File: src/rtl/instruction_fetch_unit_pkg.sv
// Shared definitions for the instruction fetch unit: widths, reset PC,
// RV32 opcode constants and the fetch FSM state encoding.
package instruction_fetch_unit_pkg;

  localparam int XLEN     = 32;
  localparam int ILEN     = 32;
  localparam int OPCODE_W = 7;

  localparam logic [XLEN-1:0] RESET_PC_DEFAULT = 32'h0040_0000;

  localparam logic [OPCODE_W-1:0] R_Type        = 7'b0110011;
  localparam logic [OPCODE_W-1:0] I_Type_LOGIC  = 7'b0010011;
  localparam logic [OPCODE_W-1:0] I_Type_MEMORY = 7'b0000011;
  localparam logic [OPCODE_W-1:0] U_Type        = 7'b0110111;

  typedef enum logic [1:0] {
    ST_IDLE = 2'd0,
    ST_WAIT = 2'd1,
    ST_DROP = 2'd2
  } fetch_state_e;

  function automatic logic [OPCODE_W-1:0] opcode_of(input logic [ILEN-1:0] inst);
    return inst[OPCODE_W-1:0];
  endfunction

  function automatic logic [XLEN-1:0] word_align(input logic [XLEN-1:0] addr);
    return addr & ~(XLEN'(3));
  endfunction

endpackage

File: src/rtl/instruction_fetch_unit_if.sv
// Fetch-side bus bundle: redirect input, instruction memory port and the
// decode-facing instruction stream.
interface instruction_fetch_unit_if;
  import instruction_fetch_unit_pkg::*;

  logic                Redirect_i;
  logic [XLEN-1:0]     Redirect_PC_i;
  logic                IMem_Req_o;
  logic [XLEN-1:0]     IMem_Addr_o;
  logic                IMem_Ack_i;
  logic [ILEN-1:0]     IMem_Data_i;
  logic                Inst_Valid_o;
  logic                Inst_Ready_i;
  logic [ILEN-1:0]     Inst_o;
  logic [XLEN-1:0]     Inst_PC_o;
  logic [OPCODE_W-1:0] OP_o;

  modport master (
    input  Redirect_i, Redirect_PC_i, IMem_Ack_i, IMem_Data_i, Inst_Ready_i,
    output IMem_Req_o, IMem_Addr_o, Inst_Valid_o, Inst_o, Inst_PC_o, OP_o
  );

  modport slave (
    output Redirect_i, Redirect_PC_i, IMem_Ack_i, IMem_Data_i, Inst_Ready_i,
    input  IMem_Req_o, IMem_Addr_o, Inst_Valid_o, Inst_o, Inst_PC_o, OP_o
  );

endinterface

File: src/rtl/instruction_fetch_unit_fetch_buffer.sv
// DEPTH-entry FIFO of {pc, instruction}; head is read straight from the
// storage flops so a pushed word is visible the cycle after the push.
module fetch_buffer
  import instruction_fetch_unit_pkg::*;
#(
  parameter int DEPTH = 2
) (
  input  logic                    clk,
  input  logic                    reset,
  input  logic                    push,
  input  logic                    pop,
  input  logic                    flush,
  input  logic [XLEN-1:0]         push_pc,
  input  logic [ILEN-1:0]         push_inst,
  output logic [XLEN-1:0]         head_pc,
  output logic [ILEN-1:0]         head_inst,
  output logic [$clog2(DEPTH):0]  count,
  output logic                    full,
  output logic                    empty
);

  localparam int PW = $clog2(DEPTH);
  localparam int CW = PW + 1;

  logic [XLEN-1:0] pc_mem_q   [DEPTH];
  logic [XLEN-1:0] pc_mem_d   [DEPTH];
  logic [ILEN-1:0] inst_mem_q [DEPTH];
  logic [ILEN-1:0] inst_mem_d [DEPTH];
  logic [PW-1:0]   rd_ptr_q, rd_ptr_d;
  logic [PW-1:0]   wr_ptr_q, wr_ptr_d;
  logic [CW-1:0]   count_q, count_d;
  logic            do_push, do_pop;

  assign empty     = (count_q == '0);
  assign full      = (count_q == CW'(DEPTH));
  assign count     = count_q;
  assign head_pc   = pc_mem_q[rd_ptr_q];
  assign head_inst = inst_mem_q[rd_ptr_q];

  always_comb begin
    pc_mem_d   = pc_mem_q;
    inst_mem_d = inst_mem_q;
    rd_ptr_d   = rd_ptr_q;
    wr_ptr_d   = wr_ptr_q;
    count_d    = count_q;
    do_pop     = pop && !empty;
    // at full a push only lands when the head leaves in the same cycle
    do_push    = push && (!full || do_pop);
    if (flush) begin
      rd_ptr_d = '0;
      wr_ptr_d = '0;
      count_d  = '0;
    end else begin
      if (do_push) begin
        pc_mem_d[wr_ptr_q]   = push_pc;
        inst_mem_d[wr_ptr_q] = push_inst;
        wr_ptr_d             = wr_ptr_q + PW'(1);
      end
      if (do_pop) begin
        rd_ptr_d = rd_ptr_q + PW'(1);
      end
      count_d = count_q + CW'(do_push) - CW'(do_pop);
    end
  end

  always_ff @(posedge clk or negedge reset) begin
    if (!reset) begin
      for (int i = 0; i < DEPTH; i++) begin
        pc_mem_q[i]   <= '0;
        inst_mem_q[i] <= '0;
      end
      rd_ptr_q <= '0;
      wr_ptr_q <= '0;
      count_q  <= '0;
    end else begin
      pc_mem_q   <= pc_mem_d;
      inst_mem_q <= inst_mem_d;
      rd_ptr_q   <= rd_ptr_d;
      wr_ptr_q   <= wr_ptr_d;
      count_q    <= count_d;
    end
  end

endmodule

File: src/rtl/instruction_fetch_unit.sv
// Instruction fetch unit: single-outstanding memory requester feeding a small
// instruction buffer, with redirect flush.
//
//   state   | meaning
//   IDLE    | no request outstanding
//   WAIT    | request outstanding, returned word will be buffered
//   DROP    | request outstanding, returned word discarded (redirected)
module instruction_fetch_unit
  import instruction_fetch_unit_pkg::*;
#(
  parameter logic [XLEN-1:0] RESET_PC  = RESET_PC_DEFAULT,
  parameter int              BUF_DEPTH = 2
) (
  input  logic                     clk,
  input  logic                     reset,
  instruction_fetch_unit_if.master bus
);

  localparam int CW = $clog2(BUF_DEPTH) + 1;

  fetch_state_e    state_q, state_d;
  logic [XLEN-1:0] pc_q, pc_d;
  logic [XLEN-1:0] addr_q, addr_d;
  logic            push, pop, flush, want_issue;
  logic            full, empty;
  logic [CW-1:0]   count;
  logic [CW:0]     occ;
  logic [XLEN-1:0] head_pc;
  logic [ILEN-1:0] head_inst;

  always_comb begin
    state_d    = state_q;
    pc_d       = pc_q;
    addr_d     = addr_q;
    push       = 1'b0;
    flush      = 1'b0;
    want_issue = 1'b0;
    pop        = !empty && bus.Inst_Ready_i && !bus.Redirect_i;
    unique case (state_q)
      ST_IDLE: begin
        if (bus.Redirect_i) begin
          flush = 1'b1;
          pc_d  = word_align(bus.Redirect_PC_i);
        end else begin
          want_issue = 1'b1;
        end
      end
      ST_WAIT: begin
        if (bus.Redirect_i) begin
          flush   = 1'b1;
          pc_d    = word_align(bus.Redirect_PC_i);
          state_d = bus.IMem_Ack_i ? ST_IDLE : ST_DROP;
        end else if (bus.IMem_Ack_i) begin
          push       = !full || pop;
          pc_d       = pc_q + XLEN'(4);
          state_d    = ST_IDLE;
          want_issue = 1'b1;
        end
      end
      ST_DROP: begin
        if (bus.Redirect_i) begin
          flush = 1'b1;
          pc_d  = word_align(bus.Redirect_PC_i);
        end
        if (bus.IMem_Ack_i) begin
          state_d = ST_IDLE;
        end
      end
      default: state_d = ST_IDLE;
    endcase
    // occupancy after this cycle's push/pop; nothing is outstanding once we get here
    occ = {1'b0, count} + (CW+1)'(push) - (CW+1)'(pop);
    if (want_issue && (occ < (CW+1)'(BUF_DEPTH))) begin
      state_d = ST_WAIT;
      addr_d  = pc_d;
    end
  end

  always_ff @(posedge clk or negedge reset) begin
    if (!reset) begin
      state_q <= ST_IDLE;
      pc_q    <= RESET_PC;
      addr_q  <= RESET_PC;
    end else begin
      state_q <= state_d;
      pc_q    <= pc_d;
      addr_q  <= addr_d;
    end
  end

  fetch_buffer #(.DEPTH(BUF_DEPTH)) u_fetch_buffer (
    .clk       (clk),
    .reset     (reset),
    .push      (push),
    .pop       (pop),
    .flush     (flush),
    .push_pc   (pc_q),
    .push_inst (bus.IMem_Data_i),
    .head_pc   (head_pc),
    .head_inst (head_inst),
    .count     (count),
    .full      (full),
    .empty     (empty)
  );

  assign bus.IMem_Req_o   = (state_q != ST_IDLE);
  assign bus.IMem_Addr_o  = addr_q;
  assign bus.Inst_Valid_o = !empty;
  assign bus.Inst_o       = head_inst;
  assign bus.Inst_PC_o    = head_pc;
  assign bus.OP_o         = opcode_of(head_inst);

endmodule
File: src/flat_wrapper.sv
// flat-port wrapper written by rule: the top's interface ports become plain ports
module instruction_fetch_unit_flat import instruction_fetch_unit_pkg::*;
#(
  parameter logic [XLEN-1:0] RESET_PC  = RESET_PC_DEFAULT,
  parameter int              BUF_DEPTH = 2
)
  (clk, reset, bus_Redirect_i, bus_Redirect_PC_i, bus_IMem_Ack_i, bus_IMem_Data_i, bus_Inst_Ready_i, bus_IMem_Req_o, bus_IMem_Addr_o, bus_Inst_Valid_o, bus_Inst_o, bus_Inst_PC_o, bus_OP_o);
  instruction_fetch_unit_if bus_i ();
  input  logic clk;
  input  logic reset;
  input wire logic [$bits(bus_i.Redirect_i)-1:0] bus_Redirect_i;
  input wire logic [$bits(bus_i.Redirect_PC_i)-1:0] bus_Redirect_PC_i;
  input wire logic [$bits(bus_i.IMem_Ack_i)-1:0] bus_IMem_Ack_i;
  input wire logic [$bits(bus_i.IMem_Data_i)-1:0] bus_IMem_Data_i;
  input wire logic [$bits(bus_i.Inst_Ready_i)-1:0] bus_Inst_Ready_i;
  output wire logic [$bits(bus_i.IMem_Req_o)-1:0] bus_IMem_Req_o;
  output wire logic [$bits(bus_i.IMem_Addr_o)-1:0] bus_IMem_Addr_o;
  output wire logic [$bits(bus_i.Inst_Valid_o)-1:0] bus_Inst_Valid_o;
  output wire logic [$bits(bus_i.Inst_o)-1:0] bus_Inst_o;
  output wire logic [$bits(bus_i.Inst_PC_o)-1:0] bus_Inst_PC_o;
  output wire logic [$bits(bus_i.OP_o)-1:0] bus_OP_o;
  assign bus_i.Redirect_i = bus_Redirect_i;
  assign bus_i.Redirect_PC_i = bus_Redirect_PC_i;
  assign bus_i.IMem_Ack_i = bus_IMem_Ack_i;
  assign bus_i.IMem_Data_i = bus_IMem_Data_i;
  assign bus_i.Inst_Ready_i = bus_Inst_Ready_i;
  assign bus_IMem_Req_o = bus_i.IMem_Req_o;
  assign bus_IMem_Addr_o = bus_i.IMem_Addr_o;
  assign bus_Inst_Valid_o = bus_i.Inst_Valid_o;
  assign bus_Inst_o = bus_i.Inst_o;
  assign bus_Inst_PC_o = bus_i.Inst_PC_o;
  assign bus_OP_o = bus_i.OP_o;
  instruction_fetch_unit #(.RESET_PC(RESET_PC), .BUF_DEPTH(BUF_DEPTH)) u_core (.clk(clk), .reset(reset), .bus(bus_i));
endmodule
File: config.mk
export PLATFORM = sky130hd
export DESIGN_NAME = instruction_fetch_unit_flat
export DESIGN_NICKNAME = d
export VERILOG_FILES = /design/src/rtl/instruction_fetch_unit_pkg.sv /design/src/rtl/instruction_fetch_unit_if.sv /design/src/rtl/instruction_fetch_unit_fetch_buffer.sv /design/src/rtl/instruction_fetch_unit.sv /design/src/flat_wrapper.sv
export SDC_FILE = /design/constraint.sdc
export NUM_CORES = 1
export LEC_CHECK = 0
export CAP_MARGIN = 10
export CORE_UTILIZATION = 53
export CTS_CLUSTER_DIAMETER = 60
export CTS_CLUSTER_SIZE = 25
export DETAILED_ROUTE_END_ITERATION = 10
export GPL_TIMING_DRIVEN = 0
export PLACE_DENSITY = 0.81
export SYNTH_ARGS = -nofsm -noshare
export SYNTH_HDL_FRONTEND = slang
export SYNTH_SLANG_ARGS = --single-unit
File: constraint.sdc
create_clock -name clk -period 4.2 [get_ports clk]
set_input_delay 1.26 -clock clk [delete_from_list [all_inputs] [get_ports clk]]
set_output_delay 1.26 -clock clk [all_outputs]
set_load 0.02 [all_outputs]
==> metrics.md <==
| Metric | Value |
|---|---|
| Yosys warns | `0` |
| Max Cap Viol | `0` |
| Worst-skew pair later-pin latency | `0.43 ns` |
| Hold path endpoint | `u_core.u_fetch_buffer.pc_mem_q[43]` |
| Sw Ratio | `0.374` |
| Worst path required time | `4.52 ns` |
| WL final | `24000 µm` |
| RR Startpoint | `u_core.state_q[1]` |
| Hold Crit Class | `reg2reg` |
| CP max FO | `10` |
| Core Footprint | `17500 µm²` |
| Ant diodes | `0` |
| Dpl hpwl | `17100 µm` |
| CTS sink count | `198` |
| Die Wd | `136 µm` |
| Largest stage delay on the critical path | `0.53 ns` |
| Row cnt | `48` |
| DRC Markers | `0` |
| Critical path origin | `bus_Redirect_i` |
| First-pass GRT wire length | `38200 µm` |
| Critical Path, Cell by Cell | `clkdlybuf4s50_1, buf_6, inv_4, buf_4, and3_1, ha_1, nand2b_1, fa_1, xnor2_1, nand3_2, nor2_4, clkbuf_4, mux2_2` |
| Largest net degree at the start of global routing | `71` |
| FF-to-FF End | `u_core.bus.IMem_Addr_o[12]` |
| Synthesized cell area | `9560 µm²` |
| Slew headroom | `0.250` |
| CTS root buffer | `clkbuf_16` |
| Hold Path Depth | `1` |
| Post-synth ARST share | `1.00` |
| Initial antenna violation count | `0` |
| Number of global-route vias before repair | `7199` |
| 1st-iter DRT viols | `564` |
| WHS | `0.491 ns` |
| Worst VDD drop | `443 µV` |
| Chip height | `136 µm` |
| Crit path max-delay family | `buffers and inverters` |
| CP arrival | `4.39 ns` |
| Worst Path Buf+Inv | `5` |
| Remaining global-route overflow | `0` |
| H-Tree Depth | `4` |
| Hold Path Origin | `u_core.u_fetch_buffer.pc_mem_q[43]` |
| Period utilization | `0.969` |
| Post-CTS setup buffer count | `0` |
| P_int | `5.62 mW` |
| Total GRT Usage | `0.271` |
| Unique masters post-synth | `64` |
| Die ar. | `18600 µm²` |
| Max Freq | `0.246 GHz` |
| Layout cells sized above 1 | `0.292` |
| Fin area | `12200 µm²` |
| Sequential share of the synthesized area | `0.519` |
| PD cells | `733 nW/µm²` |
| Most numerous cell in the Yosys netlist | `mux2_2` |
| Register bit total from synthesis | `198` |
| Post-Synthesis Mean Instance Area | `12.2 µm²` |
| Most common library cells after synthesis | `206 x mux2_2, 196 x dfrtp_1, 39 x clkbuf_1, 39 x nor2_1, 30 x o21ai_0` |
| Final setup viols | `0` |
| Endpoints failing hold | `0` |
| Worst-path clk slew | `0.07 ns` |
| Comb power frac | `0.475` |
| Clk pwr share | `0.173` |
| CTS max path bufs | `2` |
| Worst path slowest cell | `clkdlybuf4s50_1` |
| WS Path Type | `in2reg` |
| Area grow syn2layout | `28.1%` |
| Vias | `7213` |
| Avg WL per Cell | `19.8 µm` |
| Area leader, netlist | `dfrtp_1` |
| Dpl cell area | `11600 µm²` |
| FF-to-FF setup slack | `0.65 ns` |
| CTS Buf Count | `17` |
| CTS tree | `yes` |
| Startpoint Class | `input pin` |
| Fin Clk Skew | `0.0118 ns` |
| Seq pwr share | `0.353` |
| I/O pin cnt | `174` |
| Antenna-violating nets left | `0` |
| Min cycle time layout | `4.07 ns` |
| Port Buffer Count | `171` |
| Synth top area share | `0.513` |
| Status | `complete, no violations` |
| Gpl congestion | `0.919` |
| Post-synth top flop | `dfrtp_1` |
| Leak | `5.35 nW` |
| Number of flops mapped to enable cells by yosys | `0` |
| Pre-antenna DRT Iters | `5` |
| Final Slew Violations | `0` |
| Top cells by area, synth | `dfrtp_1 51%, mux2_2 24%, o21ai_0 1.6%` |
| Mapped Nets | `862` |
| Final #Nets | `1054` |
| Critical Path Sink Type | `flip-flop` |
| Via-to-Cell Ratio | `5.94` |
| Path depth of the worst reg2reg path | `13` |
| P_sw | `3.36 mW` |
| Slew @ Worst Pin | `1.12 ns` |
| Initial Util | `0.547` |
| Post-synthesis cell count | `784` |
layout make-up:
cell class / instances / area, µm²
multi-input cells: 513 / 4310
repair buffers: 173 / 1770
clock buffers: 19 / 443
inverters: 9 / 36.3
plain buffers: 64 / 327
well taps: 225 / 282
flip-flops and latches: 198 / 4960
clock inverters: 13 / 116
fillers: 1294 / 5240
flip-flops by register name (all words and copies together) (netlist names):
name and flops:
u_core.bus.IMem_Addr_o 32, u_core.pc_q 32, u_core.state_q 2, u_core.u_fetch_buffer.count 2, u_core.u_fetch_buffer.inst_mem_q 64, u_core.u_fetch_buffer.pc_mem_q 64, u_core.u_fetch_buffer.rd_ptr_q 1, u_core.u_fetch_buffer.wr_ptr_q 1
power by group through the flow:
stage | Clock, mW | Sequential (mW) | Combinational, mW
after floorplan | 0 | 3.18 | 2.47
after global placement | 0 | 3.15 | 4.11
after detailed placement | 0 | 3.19 | 4.19
after CTS | 1.58 | 3.16 | 4.25
after global routing | 1.65 | 3.27 | 4.54
final | 1.55 | 3.17 | 4.26
kinds of logic after synthesis:
family                     synth area share
buffers and inverters                0.0338
AOI/OAI and AO/OA                    0.0884
and+or+nand+nor                      0.0872
adders and majority gates            0.0126
xor gates and xnor gates            0.00458
muxes                                 0.255
DFF                                   0.519
routing by layer:
| metal | wire length [µm] | GRT usage |
|---|---|---|
| met1 | 10300 | 0.373 |
| met2 | 11300 | 0.420 |
| met3 | 1810 | 0.0470 |
| met4 | 688 | 0.121 |
| met5 | 0 | 0 |
layout by cell type (no fill, tap or decap), types with 6 or more instances in the layout:
cell type / n
mux2_2: 206
dfrtp_1: 196
clkdlybuf4s50_1: 170
nor2_1: 38
clkbuf_1: 30
o21ai_0: 30
nand2_1: 27
a21oi_1: 17
clkbuf_16: 17
nand4_1: 16
buf_2: 16
nand3_1: 14
buf_4: 11
nor3_1: 11
o31ai_1: 10
inv_1: 8
and3_1: 8
ha_1: 8
o21a_1: 7
and4_1: 7
a22oi_1: 7
o22ai_1: 6
nand2b_1: 6
mux2i_1: 6
a31oi_1: 6
worst max-delay path by stage:
stage                     depth (start not counted)                    endpoint
after global routing                             14  u_core.bus.IMem_Addr_o[26]
after floorplan                                  12  u_core.bus.IMem_Addr_o[10]
after detailed placement                         13  u_core.bus.IMem_Addr_o[20]
final                                            13  u_core.bus.IMem_Addr_o[12]
after global placement                            1  u_core.bus.IMem_Addr_o[12]
after CTS                                        13  u_core.bus.IMem_Addr_o[12]
timing repair:
| action | CTS | global route |
|---|---|---|
| gates resized for setup | 16 | 16 |
| hold buffers | 0 | 0 |
| cloned | 0 | 0 |
| setup endpoints to repair | 34 | 41 |
stage by stage:
step / worst slack (ns) / setup TNS [ns] / utilization / std cells / total power [mW]
6_report: 0.129 / 0 / 0.700 / 1214 / 8.97
4_1_cts: 0.00122 / 0 / 0.699 / 1214 / 8.99
2_1_floorplan: 0.0567 / 0 / - / 784 / 5.65
3_3_place_gp: -6.24 / -1268.11 / 0.661 / 1180 / 7.25
5_1_grt: -0.0189 / -0.0340 / 0.700 / 1214 / 9.45
3_5_place_dp: -1.31 / -40.78 / 0.665 / 1182 / 7.37
(Power assumes the default switching activity.)
